### config.mk
export PLATFORM = sky130hd
export DESIGN_NAME = kbd_mouse_sched_flat
export DESIGN_NICKNAME = d
export VERILOG_FILES = /design/src/rtl/kms_pkg.sv /design/src/rtl/kbd_mouse_sched_if.sv /design/src/rtl/kms_fifo.sv /design/src/rtl/kbd_mouse_sched.sv /design/src/flat_wrapper.sv
export SDC_FILE = /design/constraint.sdc
export NUM_CORES = 1
export LEC_CHECK = 0
export CORE_AREA = 2 2 125 127
export DETAILED_ROUTE_END_ITERATION = 10
export DIE_AREA = 0 0 127 129
export HOLD_SLACK_MARGIN = 0.02
export PLACE_DENSITY = 0.59
export SETUP_SLACK_MARGIN = 0.3
export SLEW_MARGIN = 25
export SYNTH_ARGS = -nofsm -noshare
export SYNTH_HDL_FRONTEND = slang
export SYNTH_SLANG_ARGS = --single-unit
export TNS_END_PERCENT = 30
### constraint.sdc
create_clock -name clk -period 5.6 [get_ports clk]
set_input_delay 1.68 -clock clk [delete_from_list [all_inputs] [get_ports clk]]
set_output_delay 1.68 -clock clk [all_outputs]
set_load 0.1 [all_outputs]
### src/rtl/kms_pkg.sv
// Shared type codes, FSM state and mouse arithmetic for kbd_mouse_sched.
// KMS_MOUSE_SAT_EN selects signed saturation instead of 8-bit wrap for mouse updates.
package kms_pkg;

    localparam logic [1:0] KMS_MOUSE_X = 2'd0;
    localparam logic [1:0] KMS_MOUSE_Y = 2'd1;
    localparam logic [1:0] KMS_KEY     = 2'd2;
    localparam logic [1:0] KMS_OSD     = 2'd3;

    typedef enum logic {IDLE, ROUTE} kms_state_t;

    function automatic logic [7:0] mouse_add(input logic [7:0] a, input logic [7:0] d);
`ifdef KMS_MOUSE_SAT_EN
        logic [8:0] s;
        s = {a[7], a} + {d[7], d};
        // sign bits disagree only when the true sum left the int8 range
        if (s[8] != s[7])
            return s[8] ? 8'h80 : 8'h7f;
        return s[7:0];
`else
        return a + d;
`endif
    endfunction

endpackage

### src/rtl/kbd_mouse_sched_if.sv
// Keycode valid/ready and OSD hold/ack handshakes toward the Amiga-side consumers.
interface kbd_mouse_sched_if;
    logic       key_valid;
    logic [7:0] key_data;
    logic       key_ready;
    logic       osd_valid;
    logic [7:0] osd_data;
    logic       osd_ack;

    modport master (output key_valid, key_data, osd_valid, osd_data,
                    input  key_ready, osd_ack);
    modport slave  (input  key_valid, key_data, osd_valid, osd_data,
                    output key_ready, osd_ack);
endinterface

### src/rtl/kms_fifo.sv
// Synchronous byte FIFO; a pop frees a slot for a same-cycle push even when full.
module kms_fifo #(
    parameter int DEPTH = 8,
    parameter int AW    = 3
) (
    input  logic        clk,
    input  logic        rst,
    input  logic        push,
    input  logic        pop,
    input  logic [7:0]  din,
    output logic [7:0]  dout,
    output logic        full,
    output logic        empty,
    output logic [AW:0] count
);

    logic [7:0]    mem [DEPTH];
    logic [AW-1:0] wr_ptr, rd_ptr;
    logic          do_push, do_pop;

    assign empty   = (count == '0);
    assign full    = (count == (AW+1)'(DEPTH));
    assign do_pop  = pop & ~empty;
    assign do_push = push & (~full | do_pop);
    assign dout    = mem[rd_ptr];

    always_ff @(posedge clk or posedge rst) begin
        if (rst) begin
            for (int i = 0; i < DEPTH; i++) mem[i] <= '0;
            wr_ptr <= '0;
            rd_ptr <= '0;
            count  <= '0;
        end else begin
            if (do_push) begin
                mem[wr_ptr] <= din;
                wr_ptr      <= wr_ptr + 1'b1;
            end
            if (do_pop) rd_ptr <= rd_ptr + 1'b1;
            count <= count + (AW+1)'(do_push) - (AW+1)'(do_pop);
        end
    end

endmodule

### src/rtl/kbd_mouse_sched.sv
// Routes toggle-strobed SPI bytes to mouse counters, keycode FIFO and OSD register.
// KMS_MOUSE_SAT_EN (see kms_pkg) makes mouse_x/mouse_y saturate instead of wrap.
module kbd_mouse_sched
    import kms_pkg::*;
#(
    parameter int FIFO_DEPTH = 8,
    parameter int AW         = 3
) (
    input  logic                      clk,
    input  logic                      reset,
    input  logic                      kms_level,
    input  logic [1:0]                kms_type,
    input  logic [7:0]                kms_data,
    input  logic [2:0]                mouse_btn_in,
    kbd_mouse_sched_if.master         kio,
    output logic [7:0]                mouse_x,
    output logic [7:0]                mouse_y,
    output logic [2:0]                mouse_btn,
    output logic [AW:0]               key_count,
    output logic                      overflow,
    input  logic                      ovf_clr
);

    logic       s1, s2, s3;
    logic [1:0] warm;
    logic       evt;
    logic [2:0] btn_s1;

    kms_state_t state;
    logic [1:0] cap_type;
    logic [7:0] cap_data;
    logic       osd_valid_q;
    logic [7:0] osd_data_q;

    logic route, push, pop, fifo_full, fifo_empty;
    logic osd_load, osd_drop, key_drop;
    logic [7:0] fifo_dout;

    // A level left toggled across reset would otherwise look like a fresh edge
    // once the cleared synchronizer refills; ignore edges until it has settled.
    assign evt = (s2 ^ s3) & (warm == 2'd3);

    always_ff @(posedge clk or posedge reset) begin
        if (reset) begin
            s1        <= 1'b0;
            s2        <= 1'b0;
            s3        <= 1'b0;
            warm      <= '0;
            btn_s1    <= '0;
            mouse_btn <= '0;
        end else begin
            s1        <= kms_level;
            s2        <= s1;
            s3        <= s2;
            warm      <= warm + 2'(warm != 2'd3);
            btn_s1    <= mouse_btn_in;
            mouse_btn <= btn_s1;
        end
    end

    assign route    = (state == ROUTE);
    assign push     = route && (cap_type == KMS_KEY);
    assign pop      = kio.key_valid & kio.key_ready;
    assign key_drop = push && fifo_full && !pop;
    assign osd_load = route && (cap_type == KMS_OSD) && (!osd_valid_q || kio.osd_ack);
    assign osd_drop = route && (cap_type == KMS_OSD) && osd_valid_q && !kio.osd_ack;

    always_ff @(posedge clk or posedge reset) begin
        if (reset) begin
            state       <= IDLE;
            cap_type    <= '0;
            cap_data    <= '0;
            mouse_x     <= '0;
            mouse_y     <= '0;
            osd_valid_q <= 1'b0;
            osd_data_q  <= '0;
            overflow    <= 1'b0;
        end else begin
            case (state)
                IDLE: if (evt) begin
                    cap_type <= kms_type;
                    cap_data <= kms_data;
                    state    <= ROUTE;
                end
                ROUTE: begin
                    case (cap_type)
                        KMS_MOUSE_X: mouse_x <= mouse_add(mouse_x, cap_data);
                        KMS_MOUSE_Y: mouse_y <= mouse_add(mouse_y, cap_data);
                        default: ;
                    endcase
                    state <= IDLE;
                end
            endcase

            if (osd_load) begin
                osd_data_q  <= cap_data;
                osd_valid_q <= 1'b1;
            end else if (kio.osd_ack) begin
                osd_valid_q <= 1'b0;
            end

            if (osd_drop || key_drop) overflow <= 1'b1;
            else if (ovf_clr)         overflow <= 1'b0;
        end
    end

    kms_fifo #(.DEPTH(FIFO_DEPTH), .AW(AW)) u_key_fifo (
        .clk   (clk),
        .rst   (reset),
        .push  (push),
        .pop   (pop),
        .din   (cap_data),
        .dout  (fifo_dout),
        .full  (fifo_full),
        .empty (fifo_empty),
        .count (key_count)
    );

    assign kio.key_valid = ~fifo_empty;
    assign kio.key_data  = fifo_dout;
    assign kio.osd_valid = osd_valid_q;
    assign kio.osd_data  = osd_data_q;

endmodule

### src/flat_wrapper.sv
// flat-port wrapper written by rule: the top's interface ports become plain ports
module kbd_mouse_sched_flat import kms_pkg::*;
#(
    parameter int FIFO_DEPTH = 8,
    parameter int AW         = 3
)
  (clk, reset, kms_level, kms_type, kms_data, mouse_btn_in, mouse_x, mouse_y, mouse_btn, key_count, overflow, ovf_clr, kio_key_valid, kio_key_data, kio_osd_valid, kio_osd_data, kio_key_ready, kio_osd_ack);
  kbd_mouse_sched_if kio_i ();
  input  logic clk;
  input  logic reset;
  input  logic kms_level;
  input  logic [1:0] kms_type;
  input  logic [7:0] kms_data;
  input  logic [2:0] mouse_btn_in;
  output logic [7:0] mouse_x;
  output logic [7:0] mouse_y;
  output logic [2:0] mouse_btn;
  output logic [AW:0] key_count;
  output logic overflow;
  input  logic ovf_clr;
  output wire logic [$bits(kio_i.key_valid)-1:0] kio_key_valid;
  output wire logic [$bits(kio_i.key_data)-1:0] kio_key_data;
  output wire logic [$bits(kio_i.osd_valid)-1:0] kio_osd_valid;
  output wire logic [$bits(kio_i.osd_data)-1:0] kio_osd_data;
  input wire logic [$bits(kio_i.key_ready)-1:0] kio_key_ready;
  input wire logic [$bits(kio_i.osd_ack)-1:0] kio_osd_ack;
  assign kio_key_valid = kio_i.key_valid;
  assign kio_key_data = kio_i.key_data;
  assign kio_osd_valid = kio_i.osd_valid;
  assign kio_osd_data = kio_i.osd_data;
  assign kio_i.key_ready = kio_key_ready;
  assign kio_i.osd_ack = kio_osd_ack;
  kbd_mouse_sched #(.FIFO_DEPTH(FIFO_DEPTH), .AW(AW)) u_core (.clk(clk), .reset(reset), .kms_level(kms_level), .kms_type(kms_type), .kms_data(kms_data), .mouse_btn_in(mouse_btn_in), .kio(kio_i), .mouse_x(mouse_x), .mouse_y(mouse_y), .mouse_btn(mouse_btn), .key_count(key_count), .overflow(overflow), .ovf_clr(ovf_clr));
endmodule
==> results of run 1 <==
## synth_stat cells (6+ instances only)
cell                         n
sky130_fd_sc_hd__nand2_1    27
sky130_fd_sc_hd__xnor2_1     6
sky130_fd_sc_hd__a211oi_1    6
sky130_fd_sc_hd__inv_1      14
sky130_fd_sc_hd__a21o_1      7
sky130_fd_sc_hd__xor2_1      7
sky130_fd_sc_hd__mux2_2     90
sky130_fd_sc_hd__dfrtp_1   122
sky130_fd_sc_hd__ha_1       22
sky130_fd_sc_hd__mux4_2     16
sky130_fd_sc_hd__clkbuf_1   11
sky130_fd_sc_hd__nand3_1     6
sky130_fd_sc_hd__buf_1       8
sky130_fd_sc_hd__nor2_1     10
sky130_fd_sc_hd__o21ai_0    13
## layout make-up
| type | count | area (um2) |
|---|---|---|
| Timing Repair Buffer | 64 | 631 |
| Inverter | 14 | 57.6 |
| Multi-Input combinational cell | 275 | 2670 |
| Clock buffer | 21 | 450 |
| Fill cell | 1346 | 7760 |
| Tap cell | 188 | 235 |
| Clock inverter | 11 | 121 |
| Sequential cell | 122 | 3050 |
## worst reg2reg max path, cell delays in order (launching register included)
cell and delay [ns]:
sky130_fd_sc_hd__dfrtp_1 0.34, sky130_fd_sc_hd__inv_1 0.07, sky130_fd_sc_hd__ha_1 0.20, sky130_fd_sc_hd__nand2b_1 0.18, sky130_fd_sc_hd__a31oi_4 0.30, sky130_fd_sc_hd__nand2b_2 0.19, sky130_fd_sc_hd__nor3b_4 0.60, sky130_fd_sc_hd__mux2_2 0.41
## metrics by stage
step / hold slack [ns] / cell area [um2]
2_1_floorplan: 0.331 / 5880
3_3_place_gp: 0.334 / 6640
3_5_place_dp: 0.336 / 6640
4_1_cts: 0.347 / 7220
5_1_grt: 0.350 / 7220
6_report: 0.346 / 7220
## state kept, by name, summed over array words and instances (netlist names), 3 cells and up
name and cells:
u_core.btn_s1 3, u_core.mouse_x 8, u_core.u_key_fifo.rd_ptr 3, u_core.u_key_fifo.count 4, u_core.cap_data 8, u_core.mouse_btn 3
u_core.u_key_fifo.wr_ptr 3, u_core.u_key_fifo.mem 64, u_core.mouse_y 8, u_core.kio.osd_data 8
## cell families after synthesis
| kind of cell | count (synthesis) | synth area share |
|---|---|---|
| buffers and inverters | 38 | 0.0264 |
| flip-flops | 122 | 0.519 |
| multiplexers | 108 | 0.237 |
| adder cells (fa/ha/maj) | 25 | 0.0570 |
| AO/OA/AOI/OAI | 52 | 0.0626 |
| AND/OR/NAND/NOR | 77 | 0.0779 |
| XOR/XNOR | 13 | 0.0194 |
## routing by layer
layer | GRT usage | vias up
met2 | 0.252 | 73
met1 | 0.214 | 1823
met4 | 0.0562 | 0
met5 | 0 | -
met3 | 0.0407 | 11
li1 | - | 1697
## path summary, 6_finish.rpt
check                                                        start                                     to  slack, ns
min in group asynchronous                                    reset                    u_core.s1$_DFF_PP0_       1.77
max                        u_core.u_key_fifo.rd_ptr[0]$_DFFE_PP0P_                        kio_key_data[1]       0.91
min reg2reg                                    u_core.s1$_DFF_PP0_                    u_core.s2$_DFF_PP0_       0.35
max reg2reg                   u_core.u_key_fifo.count[2]$_DFF_PP0_  u_core.u_key_fifo.mem[52]$_DFFE_PP0P_       3.18
min                                            u_core.s1$_DFF_PP0_                    u_core.s2$_DFF_PP0_       0.35
max in group asynchronous                                    reset  u_core.u_key_fifo.mem[58]$_DFFE_PP0P_       2.97
==> PnR_summary.wiki, run 1 <==
{| class="wikitable"
! Metric !! Value
|-
| Result of the run || completed
|-
| Post-Syn Nets || 479
|-
| Clock tree from TritonCTS || built
|-
| Vias per Instance || 5.19
|-
| Number of antenna violations at the first check in global routing || 0
|-
| Data required time of the worst path || 3.92 ns
|-
| Sequential-to-total area share from yosys stat || 0.519
|-
| Final routed wirelength across all metal layers || 12,200 um
|-
| Setup slack of the critical path after layout || 0.915 ns
|-
| Top achievable clock speed || 213 MHz
|-
| Number of port buffers || 60
|-
| Portion of the clock cycle consumed by the worst path in the final layout || 0.837
|-
| Startpoint types || flip-flop
|-
| Signal arrival time at the worst endpoint || 3.01 ns
|-
| Clock Pin Slew Worst Setup and Hold Paths || 0.06 ns
|-
| Final net count || 538
|-
| Clock latency reported for the late side of the worst-skew pair || 0.41 ns
|-
| Number of H-tree levels || 4
|-
| Logic depth of the worst register-to-register path || 7
|-
| Wire length per cell after detailed routing || 17.5 um
|-
| Antenna Nets Post-Route || 0
|-
| Stages on worst setup path || 4
|-
| Final GP Congestion || 0.733
|-
| Critical Setup Path Class || reg -> out
|-
| Starting density of the core || 0.392
|-
| # placed instances || 663
|-
| Detail Route met2 WL || 5750 um
|-
| Maximum root-to-sink buffer count || 2
|-
| Kind of cell adding the most delay to the critical path || buffers and inverters
|-
| Root buffer cell || sky130_fd_sc_hd__clkbuf_16
|-
| Number of warnings reported in the yosys synthesis log || 0
|-
| Class of the tightest hold or removal check || reg -> reg
|-
| Final count of pins violating max slew || 0
|-
| Final Hold Violating Endpoints || 0
|-
| Most common library cell in the layout ignoring fill and taps || sky130_fd_sc_hd__dfrtp_1
|-
| Sum of overflow across all layers after global routing || 0
|-
| Total negative slack for setup checks || 0 ns
|-
| Worst-case headroom to the max-slew limit || 0.335
|-
| Most instantiated flip-flop cell in the synthesis netlist || sky130_fd_sc_hd__dfrtp_1
|-
| End-of-flow core utilization || 0.482
|-
| Floorplan row count || 45
|-
| Maximum number of pins on one net before global-route repair || 82
|-
| Max-capacitance violation count || 0
|-
| First-pass GRT wire length || 19,800 um
|-
| Non-filler cells in the finished layout || 695
|-
| Die Ht || 129 um
|-
| Largest area contributor in the synthesized netlist || sky130_fd_sc_hd__dfrtp_1
|-
| Commonest non-fill, non-tap cells in the layout || sky130_fd_sc_hd__dfrtp_1 (122), sky130_fd_sc_hd__mux2_2 (90), sky130_fd_sc_hd__clkdlybuf4s50_1 (60)
|-
| Time the worst path needs with I/O delays and setup || 4.69 ns
|-
| Worst setup EP type || output pin
|-
| Worst Hold Path Cells || 0
|-
| Number of clock buffers inserted by TritonCTS || 17
|-
| Number of synthesized flops with an enable pin || 0
|-
| Proportion of register bits with asynchronous set or reset after synthesis || 1.00
|-
| Chip Width || 127 um
|-
| Average footprint of a synthesized cell || 13.5 um2
|-
| Boundary Pins || 61
|-
| Max Used Layer || met4
|-
| Layout Skew || 0.00703 ns
|-
| Crit path max-delay cell type || sky130_fd_sc_hd__clkdlybuf4s50_1
|-
| Detailed-routed wire length on met3 || 441 um
|-
| DR vias || 3,604
|-
| Worst-Margin Slew || 0.995 ns
|-
| Drt initial violations || 212
|-
| Drt first pass iters || 4
|-
| Area grow syn2layout || 22.8%
|-
| Critical-path maximum fanout || 14
|-
| RSZ-0062 raised after global routing || false
|-
| Overall Global Routing Usage || 0.159
|-
| Flip-flop and latch count after synthesis || 122
|-
| Number of buffers and inverters on the critical path || 2
|-
| Delay of the slowest critical-path stage || 0.96 ns
|-
| Place WS || 1.32 ns
|-
| Post-detailed-route DRC marker count || 0
|-
| Top cells by area, synth || sky130_fd_sc_hd__dfrtp_1 (52%), sky130_fd_sc_hd__mux2_2 (17%), sky130_fd_sc_hd__mux4_2 (6.1%), sky130_fd_sc_hd__ha_1 (4.7%), sky130_fd_sc_hd__nand2_1 (1.7%)
|-
| Count of inserted antenna diode cells || 0
|-
| Final count of negative-setup-slack endpoints || 0
|-
| Core footprint || 0.0150 mm2
|-
| Number of distinct standard cells referenced by the synthesized netlist || 51
|-
| Number of resized instances in the post-cts repair step || 0
|-
| Chain of cells forming the critical path || buf_4 -> mux4_2 -> mux2_2 -> clkdlybuf4s50_1
|-
| Area share of the leading cell type in the synthesized netlist || 0.519
|-
| Met1 wire length || 5850 um
|-
| Summed instance area of the synthesized netlist || 0.00588 mm2
|-
| Number of global-route vias before repair || 3,660
|-
| Post-CTS Repair Setup Buffers || 0
|-
| Number of instances in the synthesized netlist || 435
|-
| Count of hold-fix buffers inserted at cts || 0
|-
| Area of the die || 0.0164 mm2
|-
| Share of final-layout standard cells stronger than drive strength 1 || 0.306
|-
| Placed wire-length estimate after detailed placement || 8260 um
|-
| Clock tree sinks || 122
|}
Power of run 1 is left out: the tool's default activity adds up to more than one toggle a clock period on the data nets, which glitch-free logic cannot reach.
==> inputs of run 2 (changes only) <==
clock period = 4.9 ns   (was 5.6 ns; I/O delays follow)
==> run 2 against run 1 <==
  * Clock skew barely moved
  * Design area is 0.54% higher
  * Critical path depth stayed put
  * Routed wire length increased by 1.7%
  * Critical endpoint is now kio_key_data[4]
  * Highest routed layer unchanged
==> PnR_summary.wiki, run 2 (synthesis gave the netlist of run 1 again) <==
{| class="wikitable"
! Metric !! Value
|-
| GRT met3 Usage || 0.0387
|-
| Worst setup EP type || output pin
|-
| Number of resized instances in the post-cts repair step || 0
|-
| Antenna Nets Post-Route || 0
|-
| Area of combinational cells with multiple inputs || 0.00268 mm2
|-
| Startpoint types || flip-flop
|-
| Final count of pins violating max slew || 0
|-
| Portion of the clock cycle consumed by the worst path in the final layout || 0.797
|-
| Clock tree sinks || 122
|-
| Placed wire-length estimate after detailed placement || 8240 um
|-
| Final count of negative-setup-slack endpoints || 0
|-
| Worst-Margin Slew || 0.986 ns
|-
| Met1 Use GR || 0.222
|-
| Overall Global Routing Usage || 0.168
|-
| Post-detailed-route DRC marker count || 0
|-
| Global Route met2 Usage || 0.264
|-
| Final net count || 538
|-
| Fill count || 1,362
|-
| Chip Width || 127 um
|-
| Clock tree from TritonCTS || built
|-
| Data required time of the worst path || 3.43 ns
|-
| RSZ-0062 raised after global routing || false
|-
| Time the worst path needs with I/O delays and setup || 3.91 ns
|-
| Maximum root-to-sink buffer count || 2
|-
| Boundary Pins || 61
|-
| Number of clock buffers inserted by TritonCTS || 17
|-
| Total negative slack for setup checks || 0 ns
|-
| Area of the die || 0.0164 mm2
|-
| Critical-path maximum fanout || 12
|-
| Wire length per cell after detailed routing || 17.8 um
|-
| Number of H-tree levels || 4
|-
| Drt first pass iters || 4
|-
| Commonest non-fill, non-tap cells in the layout || sky130_fd_sc_hd__dfrtp_1 (122), sky130_fd_sc_hd__mux2_2 (90), sky130_fd_sc_hd__clkdlybuf4s50_1 (52)
|-
| Most common library cell in the layout ignoring fill and taps || sky130_fd_sc_hd__dfrtp_1
|-
| Critical Setup Path Class || reg -> out
|-
| Flip-flop count of the largest register, all copies and words added || 64
|-
| Number of antenna violations at the first check in global routing || 0
|-
| Maximum number of pins on one net before global-route repair || 57
|-
| Top achievable clock speed || 256 MHz
|-
| Final GP Congestion || 0.838
|-
| Area grow syn2layout || 23.5%
|-
| Final Hold Violating Endpoints || 0
|-
| Die Ht || 129 um
|-
| Result of the run || completed
|-
| First-pass GRT wire length || 20,700 um
|-
| Layout Skew || 0.00704 ns
|-
| Post-CTS Repair Setup Buffers || 0
|-
| Count of hold-fix buffers inserted at cts || 0
|-
| Core footprint || 0.0150 mm2
|-
| Sum of overflow across all layers after global routing || 0
|-
| DR vias || 3,622
|-
| Count of inserted antenna diode cells || 0
|-
| Clock latency reported for the late side of the worst-skew pair || 0.42 ns
|-
| Number of port buffers || 60
|-
| Drt initial violations || 145
|-
| Clock Pin Slew Worst Setup and Hold Paths || 0.06 ns
|-
| Max-capacitance violation count || 0
|-
| Non-filler cells in the finished layout || 695
|-
| Class of the tightest hold or removal check || reg -> reg
|-
| Floorplan row count || 45
|-
| # placed instances || 662
|-
| Number of global-route vias before repair || 3,807
|-
| Final routed wirelength across all metal layers || 12,400 um
|-
| Vias per Instance || 5.21
|-
| Share of final-layout standard cells stronger than drive strength 1 || 0.325
|-
| Signal arrival time at the worst endpoint || 2.44 ns
|-
| Global route hottest layer || met2
|-
| Starting density of the core || 0.392
|-
| Worst-case headroom to the max-slew limit || 0.340
|-
| Flip-flop and latch area || 0.00305 mm2
|-
| Root buffer cell || sky130_fd_sc_hd__clkbuf_16
|-
| Top reg by flops || u_core.u_key_fifo.mem
|}
## run 2: path summary, 6_finish.rpt
check	from	end	slack, ns	cells after the start
hold reg to reg	u_core.btn_s1[1]$_DFF_PP0_	u_core.mouse_btn[1]$_DFF_PP0_	0.35	0
hold / removal	u_core.btn_s1[1]$_DFF_PP0_	u_core.mouse_btn[1]$_DFF_PP0_	0.35	0
max in group asynchronous	reset	u_core.u_key_fifo.mem[32]$_DFFE_PP0P_	2.60	4
setup / recovery	u_core.u_key_fifo.rd_ptr[0]$_DFFE_PP0P_	kio_key_data[4]	0.99	4
min in group asynchronous	reset	u_core.mouse_x[7]$_DFFE_PP0P_	1.41	2
setup reg to reg	u_core.u_key_fifo.count[2]$_DFF_PP0_	u_core.u_key_fifo.count[2]$_DFF_PP0_	2.54	10
## run 2: layout make-up
class                   instances  share of cell area
clock inverters                12              0.0205
clock buffers                  20              0.0616
multi-input cells             275               0.369
repair buffers                 64              0.0876
inverters                      14             0.00776
well taps                     188              0.0324
flip-flops and latches        122               0.421
## run 2: critical path, stage by stage, from the launching register on
cell and delay [ns]:
sky130_fd_sc_hd__dfrtp_1 0.58, sky130_fd_sc_hd__buf_4 0.35, sky130_fd_sc_hd__mux4_2 0.54, sky130_fd_sc_hd__mux2_2 0.30, sky130_fd_sc_hd__buf_4 0.24
## run 2: per-stage QoR
step | utilization | area (um2) | setup WS, ns | hold slack (ns)
after global routing | 0.485 | 7260 | 0.861 | 0.357
after CTS | 0.483 | 7230 | 0.929 | 0.348
after floorplan | - | 5880 | 1.41 | 0.331
final | 0.485 | 7260 | 0.994 | 0.346
after global placement | 0.443 | 6640 | 1.31 | 0.332
after detailed placement | 0.443 | 6640 | 1.29 | 0.336
## run 2: per-layer routing
metal	part of all wire	routed length [um]
met1	0.47	5830
met2	0.47	5860
met3	0.038	477
met4	0.019	233
met5	0	0
Power of run 2 is left out for the same reason.
==> inputs of run 3 (changes only) <==
clock period = 3.95 ns   (was 4.9 ns; I/O delays follow)
==> run 3 against run 2 <==
  * Die area stayed put
  * Via count hardly changed
  * Global-route usage fell by 0.65 points
  * Critical path depth stayed put
  * Count of clock-buffer cells in the layout rose by 4
  * Routed wire length is 2.3% lower
  * Final cell count fell by 0.43%
  * Core utilization fell by 0.67 points
  * Largest cell class unchanged
==> PnR_summary.wiki, run 3 (synthesis gave the netlist of run 1 again) <==
{| class="wikitable"
! Metric !! Value
|-
| Result of the run || completed
|-
| Commonest non-fill, non-tap cells in the layout || sky130_fd_sc_hd__dfrtp_1 (122), sky130_fd_sc_hd__mux2_2 (90), sky130_fd_sc_hd__clkdlybuf4s50_1 (35)
|-
| Worst-Margin Slew || 1.02 ns
|-
| Maximum number of pins on one net before global-route repair || 36
|-
| Most frequent cell on the critical path || sky130_fd_sc_hd__buf_4
|-
| Sum of overflow across all layers after global routing || 0
|-
| Most common library cell in the layout ignoring fill and taps || sky130_fd_sc_hd__dfrtp_1
|-
| Wire length per cell after detailed routing || 17.5 um
|-
| Area grow syn2layout || 21.8%
|-
| Drt initial violations || 221
|-
| Root buffer cell || sky130_fd_sc_hd__clkbuf_16
|-
| Die Ht || 129 um
|-
| Class of the tightest hold or removal check || reg -> reg
|-
| Final GP Congestion || 0.856
|-
| Startpoint types || flip-flop
|-
| Floorplan row count || 45
|-
| Antenna Nets Post-Route || 0
|-
| Clock tree from TritonCTS || built
|-
| Post-CTS Repair Setup Buffers || 0
|-
| Clock tree sinks || 122
|-
| Logic depth of the worst register-to-register path || 7
|-
| Top reg by flops || u_core.u_key_fifo.mem
|-
| Time the worst path needs with I/O delays and setup || 3.43 ns
|-
| Worst setup EP type || output pin
|-
| Number of buffers and inverters on the critical path || 2
|-
| Number of antenna violations at the first check in global routing || 0
|-
| Chip Width || 127 um
|-
| RSZ-0062 raised after global routing || false
|-
| First-pass GRT wire length || 20,000 um
|-
| Data required time of the worst path || 2.76 ns
|-
| Number of clock buffers inserted by TritonCTS || 17
|-
| Worst Hold Path Cells || 0
|-
| Overall Global Routing Usage || 0.161
|-
| Placed wire-length estimate after detailed placement || 8440 um
|-
| Hold path endpoint || u_core.s2$_DFF_PP0_
|-
| Final net count || 540
|-
| Count of hold-fix buffers inserted at cts || 0
|-
| Share of final-layout standard cells stronger than drive strength 1 || 0.355
|-
| DR vias || 3,625
|-
| Delay of the slowest critical-path stage || 0.57 ns
|-
| Post-detailed-route DRC marker count || 0
|-
| Top achievable clock speed || 291 MHz
|-
| Fill count || 1,336
|-
| Final count of pins violating max slew || 0
|-
| Crit path max-delay cell type || sky130_fd_sc_hd__mux4_2
|-
| Starting density of the core || 0.392
|-
| Clock latency reported for the late side of the worst-skew pair || 0.41 ns
|-
| Area of the die || 0.0164 mm2
|-
| Flip-flop count of the largest register, all copies and words added || 64
|-
| Boundary Pins || 61
|-
| Flip-flop and latch area || 0.00305 mm2
|-
| Chain of cells forming the critical path || buf_4 -> mux4_2 -> mux2_2 -> buf_4
|-
| Beginning of the worst hold path || u_core.s1$_DFF_PP0_
|-
| Number of global-route vias before repair || 3,765
|-
| Final routed wirelength across all metal layers || 12,100 um
|-
| Final count of negative-setup-slack endpoints || 0
|-
| Endpoint of the worst register-to-register path || u_core.u_key_fifo.mem[41]$_DFFE_PP0P_
|-
| End-of-flow core utilization || 0.478
|-
| Total negative slack for setup checks || 0 ns
|-
| Clock Pin Slew Worst Setup and Hold Paths || 0.05 ns
|-
| Number of port buffers || 60
|-
| Layout Skew || 0.00670 ns
|-
| Worst-case headroom to the max-slew limit || 0.314
|-
| Critical Setup Path Class || reg -> out
|-
| Count of inserted antenna diode cells || 0
|-
| Number of resized instances in the post-cts repair step || 0
|-
| Worst R2R Setup Slack || 1.57 ns
|-
| Number of H-tree levels || 4
|-
| Core footprint || 0.0150 mm2
|-
| Area of combinational cells with multiple inputs || 0.00268 mm2
|-
| Final Hold Violating Endpoints || 0
|-
| Signal arrival time at the worst endpoint || 2.25 ns
|-
| Drt first pass iters || 4
|-
| Portion of the clock cycle consumed by the worst path in the final layout || 0.869
|-
| Kind of cell adding the most delay to the critical path || multiplexers
|-
| Max-capacitance violation count || 0
|-
| Vias per Instance || 5.24
|-
| Maximum root-to-sink buffer count || 2
|-
| Critical-path maximum fanout || 16
|-
| Worst reg2reg startpoint || u_core.u_key_fifo.count[2]$_DFF_PP0_
|}
==> run 3: changes by cell type in the layout (fill, tap and decap cells not counted), sizes merged <==
cell,before,now
clkinv,5,2
buf,12,31
clkinvlp,5,1
clkbuf,20,24
bufinv,3,1
clkdlybuf4s50,52,35
==> run 3: area by class of cell <==
type | count | area share
Sequential cell | 122 | 0.427
Multi-Input combinational cell | 275 | 0.374
Timing Repair Buffer | 66 | 0.0832
Clock buffer | 24 | 0.0701
Tap cell | 188 | 0.0329
Clock inverter | 3 | 0.00559
Inverter | 14 | 0.00787
==> run 3: how the worst max path moves through the flow <==
| stage | to | depth (start not counted) | slack [ns] | startpoint |
|---|---|---|---|---|
| after CTS | kio_key_data[7] | 4 | 0.45 | u_core.u_key_fifo.rd_ptr[0]$_DFFE_PP0P_ |
| after detailed placement | u_core.u_key_fifo.count[2]$_DFF_PP0_ | 9 | 0.59 | kio_key_ready |
| after global placement | u_core.u_key_fifo.count[2]$_DFF_PP0_ | 9 | 0.67 | kio_key_ready |
| after global routing | kio_key_data[7] | 4 | 0.39 | u_core.u_key_fifo.rd_ptr[0]$_DFFE_PP0P_ |
| after floorplan | u_core.u_key_fifo.count[3]$_DFF_PP0_ | 11 | 0.62 | u_core.u_key_fifo.count[2]$_DFF_PP0_ |
| final | kio_key_data[7] | 4 | 0.52 | u_core.u_key_fifo.rd_ptr[0]$_DFFE_PP0P_ |
==> run 3: per-layer routing <==
metal | track usage | up-vias | share of wire
met5 | 0 | - | 0
met4 | 0.0504 | 0 | 0.012
met3 | 0.0470 | 11 | 0.042
met2 | 0.251 | 73 | 0.48
met1 | 0.219 | 1846 | 0.47
li1 | - | 1695 | -
==> run 3: per-stage QoR <==
stage                     instance area, um2  worst slack (ns)  hold slack [ns]  instances
after floorplan                         5880             0.623            0.331        435
after global placement                  6620             0.674            0.334        665
after detailed placement                6620             0.590            0.338        665
after CTS                               7160             0.450            0.349        692
after global routing                    7160             0.388            0.361        692
final                                   7160             0.519            0.346        692
Power of run 3 is left out for the same reason.
